--- src/rtl/game_pkg.sv ---
// Shared definitions for the vanishing-mark tic-tac-toe datapath:
// cell codes, display game_state codes, sequencer FSM states and win lines.
package game_pkg;

    localparam logic [1:0] CELL_EMPTY = 2'b00;
    localparam logic [1:0] CELL_O     = 2'b01;
    localparam logic [1:0] CELL_X     = 2'b10;

    localparam logic [1:0] GS_IDLE = 2'b00;
    localparam logic [1:0] GS_PLAY = 2'b01;
    localparam logic [1:0] GS_BUSY = 2'b10;
    localparam logic [1:0] GS_OVER = 2'b11;

    typedef enum logic [2:0] {
        ST_IDLE,
        ST_CLEAR,
        ST_PLAY,
        ST_COMMIT,
        ST_SETTLE,
        ST_CHECK,
        ST_OVER
    } fsm_state_t;

    localparam int unsigned NUM_LINES = 8;

    // Rows, columns, then the two diagonals; cells numbered row-major 0..8.
    localparam logic [3:0] WIN_LINES [NUM_LINES][3] = '{
        '{4'd0, 4'd1, 4'd2},
        '{4'd3, 4'd4, 4'd5},
        '{4'd6, 4'd7, 4'd8},
        '{4'd0, 4'd3, 4'd6},
        '{4'd1, 4'd4, 4'd7},
        '{4'd2, 4'd5, 4'd8},
        '{4'd0, 4'd4, 4'd8},
        '{4'd2, 4'd4, 4'd6}
    };

    function automatic logic [1:0] state_to_gs(input fsm_state_t s);
        logic [1:0] gs;
        case (s)
            ST_IDLE: gs = GS_IDLE;
            ST_PLAY: gs = GS_PLAY;
            ST_OVER: gs = GS_OVER;
            default: gs = GS_BUSY;
        endcase
        return gs;
    endfunction

endpackage

--- src/rtl/turn_sequencer_line_checker.sv ---
// line_checker: combinational three-in-a-row detector for one player code.
// Shared between the turn sequencer and the display highlight logic.
module line_checker
    import game_pkg::*;
(
    input  logic [17:0] grid,
    input  logic [1:0]  player,
    output logic        win
);

    function automatic logic [1:0] cell_of(input logic [17:0] g, input logic [3:0] idx);
        return g[{idx, 1'b0} +: 2];
    endfunction

    always_comb begin
        win = 1'b0;
        for (int unsigned i = 0; i < NUM_LINES; i++) begin
            if (player != CELL_EMPTY &&
                cell_of(grid, WIN_LINES[i][0]) == player &&
                cell_of(grid, WIN_LINES[i][1]) == player &&
                cell_of(grid, WIN_LINES[i][2]) == player)
                win = 1'b1;
        end
    end

endmodule

--- src/rtl/turn_sequencer.sv ---
// turn_sequencer: game-flow controller that validates moves, issues mark commands
// and decides turn hand-over or game end. Optional per-turn timer: TURN_TIMEOUT_EN.
module turn_sequencer
    import game_pkg::*;
#(
    parameter logic        FIRST_PLAYER   = 1'b1,
    parameter int unsigned SETTLE_CYCLES  = 1,
    parameter int unsigned TIMEOUT_CYCLES = 500000000
) (
    input  logic        clk,
    input  logic        rst,
    input  logic        start,
    input  logic        move_valid,
    input  logic [3:0]  move_pos,
    input  logic [17:0] grid,
    output logic [1:0]  game_state,
    output logic        whos_turn,
    output logic [1:0]  mark,
    output logic [3:0]  position,
    output logic        board_clr_n,
    output logic        move_ack,
    output logic        move_reject,
    output logic [1:0]  winner,
    output logic [7:0]  move_count
);

    fsm_state_t state, state_d;

    logic [1:0]  settle_cnt, settle_d;
    logic        whos_d, clr_d, ack_d, rej_d;
    logic [1:0]  mark_d, winner_d;
    logic [3:0]  pos_d;
    logic [7:0]  cnt_d;

    logic [1:0]  mover;
    logic        mover_wins;
    logic [31:0] grid_ext;
    logic        move_ok;
    logic        turn_expired;

    line_checker u_line_checker (
        .grid   (grid),
        .player (mover),
        .win    (mover_wins)
    );

    assign mover    = whos_turn ? CELL_X : CELL_O;
    // Zero-extended so an out-of-range move_pos never indexes past the board.
    assign grid_ext = {14'd0, grid};
    assign move_ok  = (move_pos <= 4'd8) && (grid_ext[{move_pos, 1'b0} +: 2] == CELL_EMPTY);

`ifdef TURN_TIMEOUT_EN
    logic [31:0] turn_timer;

    assign turn_expired = (state == ST_PLAY) && (turn_timer == TIMEOUT_CYCLES - 1);

    always_ff @(posedge clk or negedge rst) begin
        if (!rst)
            turn_timer <= '0;
        else if (state != ST_PLAY || turn_expired)
            turn_timer <= '0;
        else
            turn_timer <= turn_timer + 32'd1;
    end
`else
    assign turn_expired = 1'b0;
`endif

    always_ff @(posedge clk or negedge rst) begin
        if (!rst)
            state <= ST_IDLE;
        else
            state <= state_d;
    end

    always_comb begin
        state_d  = state;
        settle_d = settle_cnt;
        whos_d   = whos_turn;
        mark_d   = CELL_EMPTY;
        pos_d    = position;
        clr_d    = 1'b1;
        ack_d    = 1'b0;
        rej_d    = 1'b0;
        winner_d = winner;
        cnt_d    = move_count;

        case (state)
            ST_IDLE, ST_OVER: begin
                if (start) begin
                    state_d  = ST_CLEAR;
                    clr_d    = 1'b0;
                    winner_d = CELL_EMPTY;
                    cnt_d    = '0;
                    whos_d   = FIRST_PLAYER;
                end
            end
            ST_CLEAR: state_d = ST_PLAY;
            ST_PLAY: begin
                // An accepted move outranks a timer expiry in the same cycle.
                if (move_valid && move_ok) begin
                    state_d = ST_COMMIT;
                    ack_d   = 1'b1;
                    mark_d  = mover;
                    pos_d   = move_pos;
                    cnt_d   = (move_count == 8'hFF) ? move_count : move_count + 8'd1;
                end else begin
                    rej_d = move_valid;
                    if (turn_expired)
                        whos_d = ~whos_turn;
                end
            end
            ST_COMMIT: begin
                state_d  = ST_SETTLE;
                settle_d = '0;
            end
            ST_SETTLE: begin
                if (settle_cnt == 2'(SETTLE_CYCLES - 1))
                    state_d = ST_CHECK;
                else
                    settle_d = settle_cnt + 2'd1;
            end
            ST_CHECK: begin
                if (mover_wins) begin
                    state_d  = ST_OVER;
                    winner_d = mover;
                end else begin
                    state_d = ST_PLAY;
                    whos_d  = ~whos_turn;
                end
            end
            default: state_d = ST_IDLE;
        endcase
    end

    always_ff @(posedge clk or negedge rst) begin
        if (!rst) begin
            settle_cnt  <= '0;
            game_state  <= GS_IDLE;
            whos_turn   <= FIRST_PLAYER;
            mark        <= CELL_EMPTY;
            position    <= '0;
            board_clr_n <= 1'b1;
            move_ack    <= 1'b0;
            move_reject <= 1'b0;
            winner      <= CELL_EMPTY;
            move_count  <= '0;
        end else begin
            settle_cnt  <= settle_d;
            game_state  <= state_to_gs(state_d);
            whos_turn   <= whos_d;
            mark        <= mark_d;
            position    <= pos_d;
            board_clr_n <= clr_d;
            move_ack    <= ack_d;
            move_reject <= rej_d;
            winner      <= winner_d;
            move_count  <= cnt_d;
        end
    end

endmodule
--- config.mk ---
export PLATFORM = sky130hd
export DESIGN_NAME = turn_sequencer
export DESIGN_NICKNAME = d
export VERILOG_FILES = /design/src/rtl/game_pkg.sv /design/src/rtl/turn_sequencer_line_checker.sv /design/src/rtl/turn_sequencer.sv
export SDC_FILE = /design/constraint.sdc
export NUM_CORES = 1
export LEC_CHECK = 0
export CAP_MARGIN = 5
export CORE_ASPECT_RATIO = 1.5
export CORE_MARGIN = 2
export CORE_UTILIZATION = 40
export CTS_BUF_LIST = sky130_fd_sc_hd__clkbuf_8
export DETAILED_ROUTE_END_ITERATION = 12
export PLACE_DENSITY = 0.78
export SLEW_MARGIN = 20
export SYNTH_ARGS = -nofsm -noshare
export SYNTH_HDL_FRONTEND = slang
export SYNTH_SLANG_ARGS = --single-unit
--- constraint.sdc ---
create_clock -name clk -period 4.2 [get_ports clk]
set_input_delay 0.63 -clock clk [delete_from_list [all_inputs] [get_ports clk]]
set_output_delay 0.63 -clock clk [all_outputs]
set_load 0.01 [all_outputs]
# Word level (Yosys, flattened, before mapping)
# Index checks and enable logic that the tools add are counted.
[classes] order_cmp=1 shifts=1 n_reduce_logical=37 addsub=2 muxes=35 bitwise_logic=1 eq_ne=24
[op_table] operator="variable part select 32 x 6 -> 2 bit" n=1
[op_table] operator="2-to-1 mux 8 bit" n=3
[op_table] operator="logical AND 1 bit" n=23
[op_table] operator="equality test 2 bit" n=9
[op_table] operator="one-hot mux 3 bit (6 select lines)" n=1
[op_table] operator="2-to-1 mux 1 bit" n=16
[op_table] operator="one-hot mux 8 bit (2 select lines)" n=1
[op_table] operator="equality test 3 bit, second input constant" n=4
[op_table] operator="2-to-1 mux 2 bit" n=6
[op_table] operator="2-to-1 mux 3 bit" n=4
[op_table] operator="!= test 2 bit, second input constant" n=6
[op_table] operator="equality test 3 x 2 -> 1 bit, second input constant" n=3
[op_table] operator="adder 8 x 1 -> 8 bit, second input constant" n=1
[op_table] operator="equality test 8 bit, second input constant" n=1
[op_table] operator="one-hot mux 2 bit (2 select lines)" n=2
[op_table] operator="nonzero test 2 bit" n=4
[op_table] operator="logical NOT 3 bit" n=2
[op_table] operator="one-hot mux 2 bit (3 select lines)" n=1
[op_table] operator="AND reduction 3 bit" n=2
[op_table] operator="<= comparator 4 bit, second input constant" n=1
[op_table] operator="logical NOT 2 bit" n=2
[op_table] operator="AND reduction 2 bit" n=2
[op_table] operator="AND reduction 4 bit" n=1
[op_table] operator="equality test 3 x 1 -> 1 bit, second input constant" n=1
[op_table] operator="4 further kinds" n=4
[totals] wordCells=112 in_bits=26 out_inout_bits=22 ff_bits=27

# Depth between registers and ports, before layout
[logic_depth] ltp_word=17 ltp_mapped=8

# Cells and area by module
# Synthesis repeated with hierarchy kept, for this count alone.
[unflattened] cells_unflattened=204 hier_area_um2=1828.0
[by_module_without_submodules] module="turn_sequencer" area_per_inst_um2=1407.6 seq_area_each_um2=678.2 cells_each=146 instances=1
[by_module_without_submodules] module="line_checker" area_per_inst_um2=420.4 seq_area_each_um2=0.0 cells_each=58 instances=1

# Worst setup path after synthesis
# OpenSTA, ideal clock, no wires.
[synth_path] path_kind="input to register" start="in grid[10]" end="reg game_state[1]" slack_ps=2076 cell_stages=8 t_arrival_ps=1990 cell_sequence="nor2_1 -> mux4_2 -> a22oi_4 -> nand2_2 -> nand3_2 -> inv_2 -> a21o_1 -> nand4b_1"
[synth_between] elab_cells_between_ends=22 classes_between="eq/ne (3); shift (1); mux (11); reduce/logical (7)"
[synth_rtl] item="from (decl)" line_no="turn_sequencer.sv:15" text="input logic [17:0] grid,"
[synth_rtl] item="variable part select 32 x 6 -> 2 bit *" line_no="turn_sequencer.sv:50" text="assign move_ok = (move_pos <= 4'd8) && (grid_ext[{move_pos, 1'b0} +: 2] == CELL_EMPTY);"
[synth_rtl] item="logical NOT 2 bit *" line_no="turn_sequencer.sv:50"
[synth_rtl] item="logical AND 1 bit *" line_no="turn_sequencer.sv:50"
[synth_rtl] item="logical AND 1 bit *" line_no="turn_sequencer.sv:101" text="if (move_valid && move_ok) begin"
[synth_rtl] item="2-to-1 mux 3 bit *" line_no="turn_sequencer.sv:101"
[synth_rtl] item="one-hot mux 3 bit (6 select lines) *" line_no="turn_sequencer.sv:88" text="case (state)"
[synth_rtl] item="via state_d[0]" line_no="turn_sequencer.sv:27" text="fsm_state_t state, state_d;"
[synth_rtl] item="equality test 3 bit, or another cell as far along" line_no="game_pkg.sv:40" text="case (s)"
[synth_rtl] item="one-hot mux 2 bit (3 select lines) *" line_no="game_pkg.sv:40"
[synth_rtl] item="to (signal assigned)" line_no="turn_sequencer.sv:150" text="game_state <= state_to_gs(state_d);"
[synth_rtl] item="to (decl)" line_no="turn_sequencer.sv:16" text="output logic [1:0] game_state,"
# The timed path passes the listed nets; every way through them passes the cells marked *.
# A chain may end at the register's enable or synchronous reset.

# Worst setup path in the final report
[layout_path] start="in move_pos[2]" end="reg game_state[1]"
[layout_between] elab_chain_len=8 elab_cells_between_ends=11 classes_between="order compare (1); eq/ne (2); shift (1); mux (3); reduce/logical (4)"
[layout_lines] item="from (decl)" line_no="turn_sequencer.sv:14" text="input logic [3:0] move_pos,"
[layout_lines] item="variable part select 32 x 6 -> 2 bit" line_no="turn_sequencer.sv:50"
[layout_lines] item="logical NOT 2 bit" line_no="turn_sequencer.sv:50"
[layout_lines] item="logical AND 1 bit *" line_no="turn_sequencer.sv:50"
[layout_lines] item="logical AND 1 bit *" line_no="turn_sequencer.sv:101"
[layout_lines] item="2-to-1 mux 3 bit *" line_no="turn_sequencer.sv:101"
[layout_lines] item="one-hot mux 3 bit (6 select lines) *" line_no="turn_sequencer.sv:88"
[layout_lines] item="via state_d[0]" line_no="turn_sequencer.sv:27"
[layout_lines] item="equality test 3 bit, or another cell as far along" line_no="game_pkg.sv:40"
[layout_lines] item="one-hot mux 2 bit (3 select lines) *" line_no="game_pkg.sv:40"
# Marks and branches as above.

==> reports/results.ini <==
[setup_path]
cp-end-kind=flop
rr_worst_depth=6
cp.required_ps=4340
crit_type=input port to flop
cp_max_fo=7
timing.rr.end=move_count[5]
crit_path_start_kind=input port
reg2reg_from=state[2]
regToRegSetupSlack_ps=2060
crit_arrival_ps=2760

[cells_and_area]
layout_commonest_cell=clkdlybuf4s50_1
area_delta_synth_final_pct=33.8
drive_gt1_share_pct=10.4
fillers=357
layout_common_cells=clkdlybuf4s50_1 (46), dfrtp_1 (25), nor2_1 (22)
nets=250
antennaDiodeCount=0
final_area_um2=2170

[timing]
worstMarginPinSlew_ps=544
hold_ws_ps=341
setup_tns_ps=0
slew_headroom_pct=63.7
clock_skew_ps=4.22
grt_setup_unrepaired=no
fin_crit_sh_pct=62.3
setup_viol=0
slew_violations=0
max_freq_ghz=0.382
hold_viol_final=0
fin_crit_ps=2620

[grt]
gr-total-overflow=0
grt_pass1_wl_um=6200
grt_max_degree=26
grt_pass1_vias=1418
gr-usage-all-layers_pct=17.0
antenna_found_initial=0

[detailed_routing]
drc=0
via_per_inst=5.49
drt_iter0_drc=58
wl_per_cell_um=14.0
firstDrtPassIters=4
num_vias=1460
ant_nets=0
routed_wl_um=3730

[worst_hold_path]
hp-class=input port to async pin

[logic_synthesis]
syn_avg_cell_area_um2=9.33
synth_seq_cells=27
synth-edff-count=0
synth_warnings=0
synth_cell_type_count=41
syn_inst=174
synthesis.area_um2=1620
syn-num-nets=202
ys_seq_area_share_pct=41.8
async_reset_ff_share_pct=100
synth_ff_type=dfrtp_1

[pwr]
finalPower_uw=862
ir_drop_mv=0.312
sequentialPowerShare_pct=44.9
p_leak_uw=0.000913
p_sw_share_pct=35.3
p_per_area_nw_per_um2=397
pwr-share-comb_pct=38.9
internal_power_uw=558
clockPowerShare_pct=16.2
p_sw_uw=304

[floorplanning]
core_um2=3920
die_x_um=56.0
row_count=28
start_util_pct=41.4
dieHeight_um=82.0
pin_count=48
dieArea_um2=4600

[clock_tree]
cts_hold_buf=0
cts_tree=yes
clk_path_buf_depth=2
cts_resized=0
clock_sinks=27
cts_buffers=3
postCtsSetupBuffers=0
clk_pin_slew_worst_paths_ps=80
htreeDepth=1
clock_latency_ps=260
root_buffer=clkbuf_8

[placed_design]
place.gp.congestion=0.822
hpwlAfterDp_um=3000
io_buffers=47
dpl_cell_area_um2=2130

[job]
maxCapViolCount=0

[outcome]
status=finished clean

[cells in the mapped netlist (all sizes together) (4+ instances only)]
library cell	number	area, um2
nor2	22	82.6
nand2b	10	62.6
nand3b	4	30.0
a21oi	4	20.0
dfrtp	25	626
nand3	11	60.1
a211oi	4	30.0
o21ai	6	30.0
nor2b	4	25.0
nand2	20	77.6
o22ai	12	75.1
inv	7	26.3
xnor2	5	43.8
[logic make-up after synthesis]
kind of cell               count (synthesis)  share of synthesized area (%)
AOI/OAI and AO/OA                         35                           16.1
DFF                                       27                           41.8
muxes                                      8                           6.70
buffers and inverters                     12                           3.16
xor gates and xnor gates                   6                           3.24
and+or+nand+nor                           84                           27.5
adders and majority gates                  2                           1.54
[power groups by stage]
stage                     clock network (uW)  logic, uW  registers [uW]
after global routing                     152        365             398
after floorplan                            0        214             368
after global placement                     0        332             393
after CTS                                146        338             388
after detailed placement                   0        338             392
final                                    140        336             387
[sequential cells by signal, summed over array words and instances, names as in the netlist, 2 cells and up]
register	count
game_state	2
mark	2
move_count	8
position	4
settle_cnt	2
state	3
winner	2
[layout make-up]
type                    count  area, um2  share of cell area, %
multi-input cells         135        895                   41.2
flip-flops and latches     27        678                   31.2
repair buffers             48        473                   21.8
well taps                  45       56.3                   2.59
clock buffers               3       41.3                   1.90
inverters                   7       26.3                   1.21
clock inverters             1       3.75                  0.173
[per-layer routing]
| metal | global-route usage [%] | vias to the layer above | wire length [um] |
|---|---|---|---|
| met1 | 18.6 | 683 | 1420 |
| li1 | - | 713 | - |
| met4 | 8.81 | 0 | 119 |
| met5 | 0 | - | 0 |
| met2 | 31.5 | 56 | 2030 |
| met3 | 2.83 | 8 | 160 |
[how the worst max path moves through the flow]
stage,startpoint,to,slack (ps),cells after the start
5_1_grt,move_pos[2],game_state[1],1440,8
3_5_place_dp,move_pos[2],game_state[1],1300,8
3_3_place_gp,move_pos[2],game_state[1],1390,8
2_1_floorplan,grid[10],game_state[1],2080,8
6_report,move_pos[2],game_state[1],1580,8
4_1_cts,move_pos[2],game_state[1],1580,8
[worst max-delay path, stage by stage]
cell and delay (ps):
clkdlybuf4s50_1 580, mux4_2 560, a22oi_4 320, nand2_2 100, nand3_2 120, inv_2 80
a21o_1 180, nand4b_1 170
[through the flow]
step           cells  setup slack (ps)  utilization (%)
2_1_floorplan    174              2080                -
3_3_place_gp     262              1390             54.4
3_5_place_dp     262              1300             54.4
4_1_cts          266              1580             55.5
5_1_grt          266              1440             55.4
6_report         266              1580             55.4
(Power assumes the default switching activity.)
==> patch 1: new RTL, same flow settings <==
The 7 states of `fsm_state_t` get a Gray code encoding in 3 bits.
--- a/src/rtl/game_pkg.sv
+++ b/src/rtl/game_pkg.sv
@@ -12,13 +12,13 @@
     localparam logic [1:0] GS_OVER = 2'b11;
 
     typedef enum logic [2:0] {
-        ST_IDLE,
-        ST_CLEAR,
-        ST_PLAY,
-        ST_COMMIT,
-        ST_SETTLE,
-        ST_CHECK,
-        ST_OVER
+        ST_IDLE   = 3'b000,
+        ST_CLEAR  = 3'b001,
+        ST_PLAY   = 3'b011,
+        ST_COMMIT = 3'b010,
+        ST_SETTLE = 3'b110,
+        ST_CHECK  = 3'b111,
+        ST_OVER   = 3'b101
     } fsm_state_t;
 
     localparam int unsigned NUM_LINES = 8;
Check against the original RTL: no difference found for any inputs over 10 cycles, from zero or initial values and one cycle with rst low; not proved beyond that.
==> patch 1 against the original RTL <==
Via count is 11% higher; setup slack worse by 0.019 ns; wire length is 18% higher; final area is 3.3% higher; power is 13% higher; combinational power is 24% higher; sequential cell count stayed put; synthesized area is 4.6% higher; synthesized cell count is 7.5% higher; sequential share of layout area is 1.0 points lower.
==> patch 1: results (changes against the original RTL) <==
worst vdd ir=0.0002596 V (-17%); adder-cell share of the synthesized area=1.473% (-0.068 points); Max Fanout on Critical Path=13 (+6); status=completed; first-pass GRT wire length=7389 µm (+19%); Seq area share=30.20% (-1.0 points); Global Route met1 Usage=22.87% (+4.3 points); Total GRT Usage=19.28% (+2.3 points); commonest cells in the netlist=dfrtp_1 (25), a21oi_1 (15), nand2_1 (14); Filler cells=393 (+10%); DRT Wirelength=4404 µm (+18%); Seq Cell Count=27 (unchanged); xor/xnor share of the synthesized area=0% (-3.2 points); DRT met1 WL=1773 µm (+25%); Max Clock Skew=0.003792 ns (-0.0004267 ns); fraction of layout cells with a size suffix above 1=7.265% (-3.1 points); Non-clk invs=8 (+1); share of the yosys chip area belonging to registers=39.91% (-1.8 points); nets=263 (+5.2%); Compound-Gate Fraction of Synth Area=20.62% (+4.5 points); Fmax achieved=379.1 MHz (-0.73%); WL/cell=15.73 µm (+12%); synthesized area per cell=9.086 µm² (-2.7%); crit path DAT=2.84 ns (+0.08 ns); dpl cell area=2201 µm² (+3.2%); Synth area leaders=dfrtp_1 (37%), a21oi_1 (4.4%), o21ai_0 (3.5%), nor2b_1 (3.3%), dfstp_2 (3.1%); Leakage=0.9126 nW (about the same); DR WL met2=2348 µm (+15%); vias per cell=5.793 (+5.5%)
## patch 1: cell count changes after synthesis, moves of 5 or more
cell,delta
or3_1,+8
a22oi_1,+6
xnor2_1,-5
o21ai_0,+6
nor2b_1,+5
and3_1,+6
a21oi_1,+11
o22ai_1,-10
nand3_1,-6
nand2b_1,-9
nand2_1,-5
nor2_1,-9
## patch 1: where the power goes
part	internal (mW)	switching, mW
Sequential	0.330	0.0790
Combinational	0.217	0.200
Clock	0.0656	0.0816
## patch 1: path summary, 6_finish.rpt
| kind | startpoint | end |
|---|---|---|
| setup / recovery | move_pos[0] | move_count[5]$_DFFE_PN0P_ |
| hold / removal | rst | game_state[1]$_DFF_PN0_ |
| setup reg to reg | state[1]$_DFF_PN0_ | move_count[5]$_DFFE_PN0P_ |
| hold reg to reg | position[3]$_DFFE_PN0P_ | position[3]$_DFFE_PN0P_ |
| max in group asynchronous | rst | mark[1]$_DFF_PN0_ |
| min in group clk | position[3]$_DFFE_PN0P_ | position[3]$_DFFE_PN0P_ |
==> patch 2: new RTL, same settings <==
Without the edit above. Change the parameter `FIRST_PLAYER` from 1'b1 to 1'b0.
--- a/src/rtl/turn_sequencer.sv
+++ b/src/rtl/turn_sequencer.sv
@@ -3,7 +3,7 @@
 module turn_sequencer
     import game_pkg::*;
 #(
-    parameter logic        FIRST_PLAYER   = 1'b1,
+    parameter logic        FIRST_PLAYER   = 1'b0,
     parameter int unsigned SETTLE_CYCLES  = 1,
     parameter int unsigned TIMEOUT_CYCLES = 500000000
 ) (
Function: changed (a bounded check fails within 4 cycles, from zero or initial values and one cycle with rst low).
==> patch 2 against the original RTL <==
Setup slack better by 0.25 ns; largest cell class unchanged; sequential cell count is the same; hold slack gained 0.0013 ns; synthesized area is 0.62% higher; power down 0.55%; final area rose by 0.81%; wire length fell by 5.5%; maximum frequency up 11%; clock power grew 4%; critical endpoint unchanged.
==> patch 2: results (changes against the original RTL) <==
Max-Cap Viols=0 (unchanged); hpwl dp=2809 µm (-6.3%); Power Clock=0.145 mW (+4%); status=completed; Comb pwr share=39.2% (+0.3 points); top flop regs=move_count (8), position (4), state (3); commonest cells in the netlist=dfrtp_1 (26), nand2_1 (26), nor2_1 (16); Synth area leaders=dfrtp_1 (40%), nand2_1 (6.0%), mux2i_1 (4.9%), nand2b_1 (4.6%), nor2_1 (3.7%); adder-cell share of the synthesized area=1.531% (-0.0094 points); highest-delay cell along the critical path=clkdlybuf4s50_1; crit path DAT=2.52 ns (-0.24 ns); maximum clock path buffer count=2 (unchanged); Cell variety after synth=45 (+9.8%); Syn. warnings=0 (unchanged); Worst-path clk slew=0.09 ns; Skew-Pair Late Insertion Delay=0.27 ns; xor/xnor share of the synthesized area=1.072% (-2.2 points); Port Buffers=47 (unchanged); worst vdd ir=0.0002197 V (-29%); final std cells w/o fill=263 (-1.1%); share of the yosys chip area belonging to registers=41.42% (-0.33 points); Pre-antenna DRT Iters=4 (unchanged); slew margin rel.=61.38% (-2.4 points); CTS Root Cell=clkbuf_8; pin count of the biggest net entering global routing=26 (unchanged); gp weighted congestion=0.8275 (+0.67%); synthesized area per cell=9.612 µm² (+3.0%); vias in the first global route=1319 (-7.0%); Max Clock Skew=0.006089 ns (+0.001870 ns); 1st-iter DRT viols=37 (-36%); Total GRT Usage=15.59% (-1.4 points); Leakage=0.9636 nW (+5.6%); Largest register FFs=8 (unchanged); nets=247 (-1.2%); setup bufs post-CTS=0 (unchanged); Syn Nets=198 (-2.0%); Switching Power=0.3008 mW (-1.1%); fraction of layout cells with a size suffix above 1=8.257% (-2.2 points); CP delay by family, top=compound AO/OA/AOI/OAI gates; cts repair resizes=0 (unchanged); multiplexer share of the synthesized area=10.41% (+3.7 points); P_comb=0.336 mW (about the same); first-pass GRT wire length=5809 µm (-6.4%); DR vias=1392 (-4.7%); top_reg_cell synth=dfrtp_1; initial antenna violation count=0 (unchanged); ant diodes=0 (unchanged); Post-Place Setup Slack=1.546 ns (+0.2449 ns); Compound-Gate Fraction of Synth Area=15.39% (-0.71 points); dpl cell area=2150 µm² (+0.76%); DRT Wirelength=3529 µm (-5.5%); total CTS buffers=3 (unchanged)
==> patch 2: changes by cell type in the layout (fill, tap and decap cells not counted), sizes merged, moves of 3 or more <==
cell	change
a211oi	-3
mux2i	+5
nand2	+6
nand3	-5
nor2	-6
o22ai	-5
xnor2	-4
==> patch 2: kinds of logic after synthesis <==
kind of cell             after synthesis
XOR/XNOR                               2
adder cells (fa/ha/maj)                2
AO/OA/AOI/OAI                         31
multiplexers                          14
buffers and inverters                 11
flip-flops                            27
AND/OR/NAND/NOR                       83
==> patch 2: area by class of cell <==
cell class | count | area [µm²]
Clock buffer | 3 | 41.29
Clock inverter | 1 | 5.005
Fill cell | 366 | 1733
Inverter | 7 | 26.28
Multi-Input combinational cell | 132 | 912.1
Sequential cell | 27 | 676.9
Tap cell | 45 | 56.30
Timing Repair Buffer | 48 | 473.0
==> patch 2: per-layer routing <==
| metal | wire length [µm] | share of wire (%) | vias to the layer above | track usage, % |
|---|---|---|---|---|
| met4 | 90 | 2.6 | 0 | 6.667 |
| met2 | 1848 | 52 | 45 | 28.12 |
| met3 | 157 | 4.4 | 6 | 2.025 |
| met1 | 1433 | 41 | 636 | 18.66 |
| li1 | - | - | 705 | - |
| met5 | 0 | 0 | - | 0 |
==> patch 2: final timing paths <==
check	startpoint	to	slack, ns	cells past startpoint
worst max-delay path	move_pos[2]	game_state[1]$_DFF_PN0_	1.83	6
worst min-delay path	rst	settle_cnt[0]$_DFFE_PN0P_	0.34	1
worst max register to register	whos_turn$_DFFE_PN0P_	winner[0]$_DFFE_PN0P_	2.21	6
worst min register to register	position[1]$_DFFE_PN0P_	position[1]$_DFFE_PN0P_	0.50	1
max in group asynchronous	rst	move_count[0]$_DFFE_PN0P_	3.39	2
min in group clk	position[1]$_DFFE_PN0P_	position[1]$_DFFE_PN0P_	0.50	1
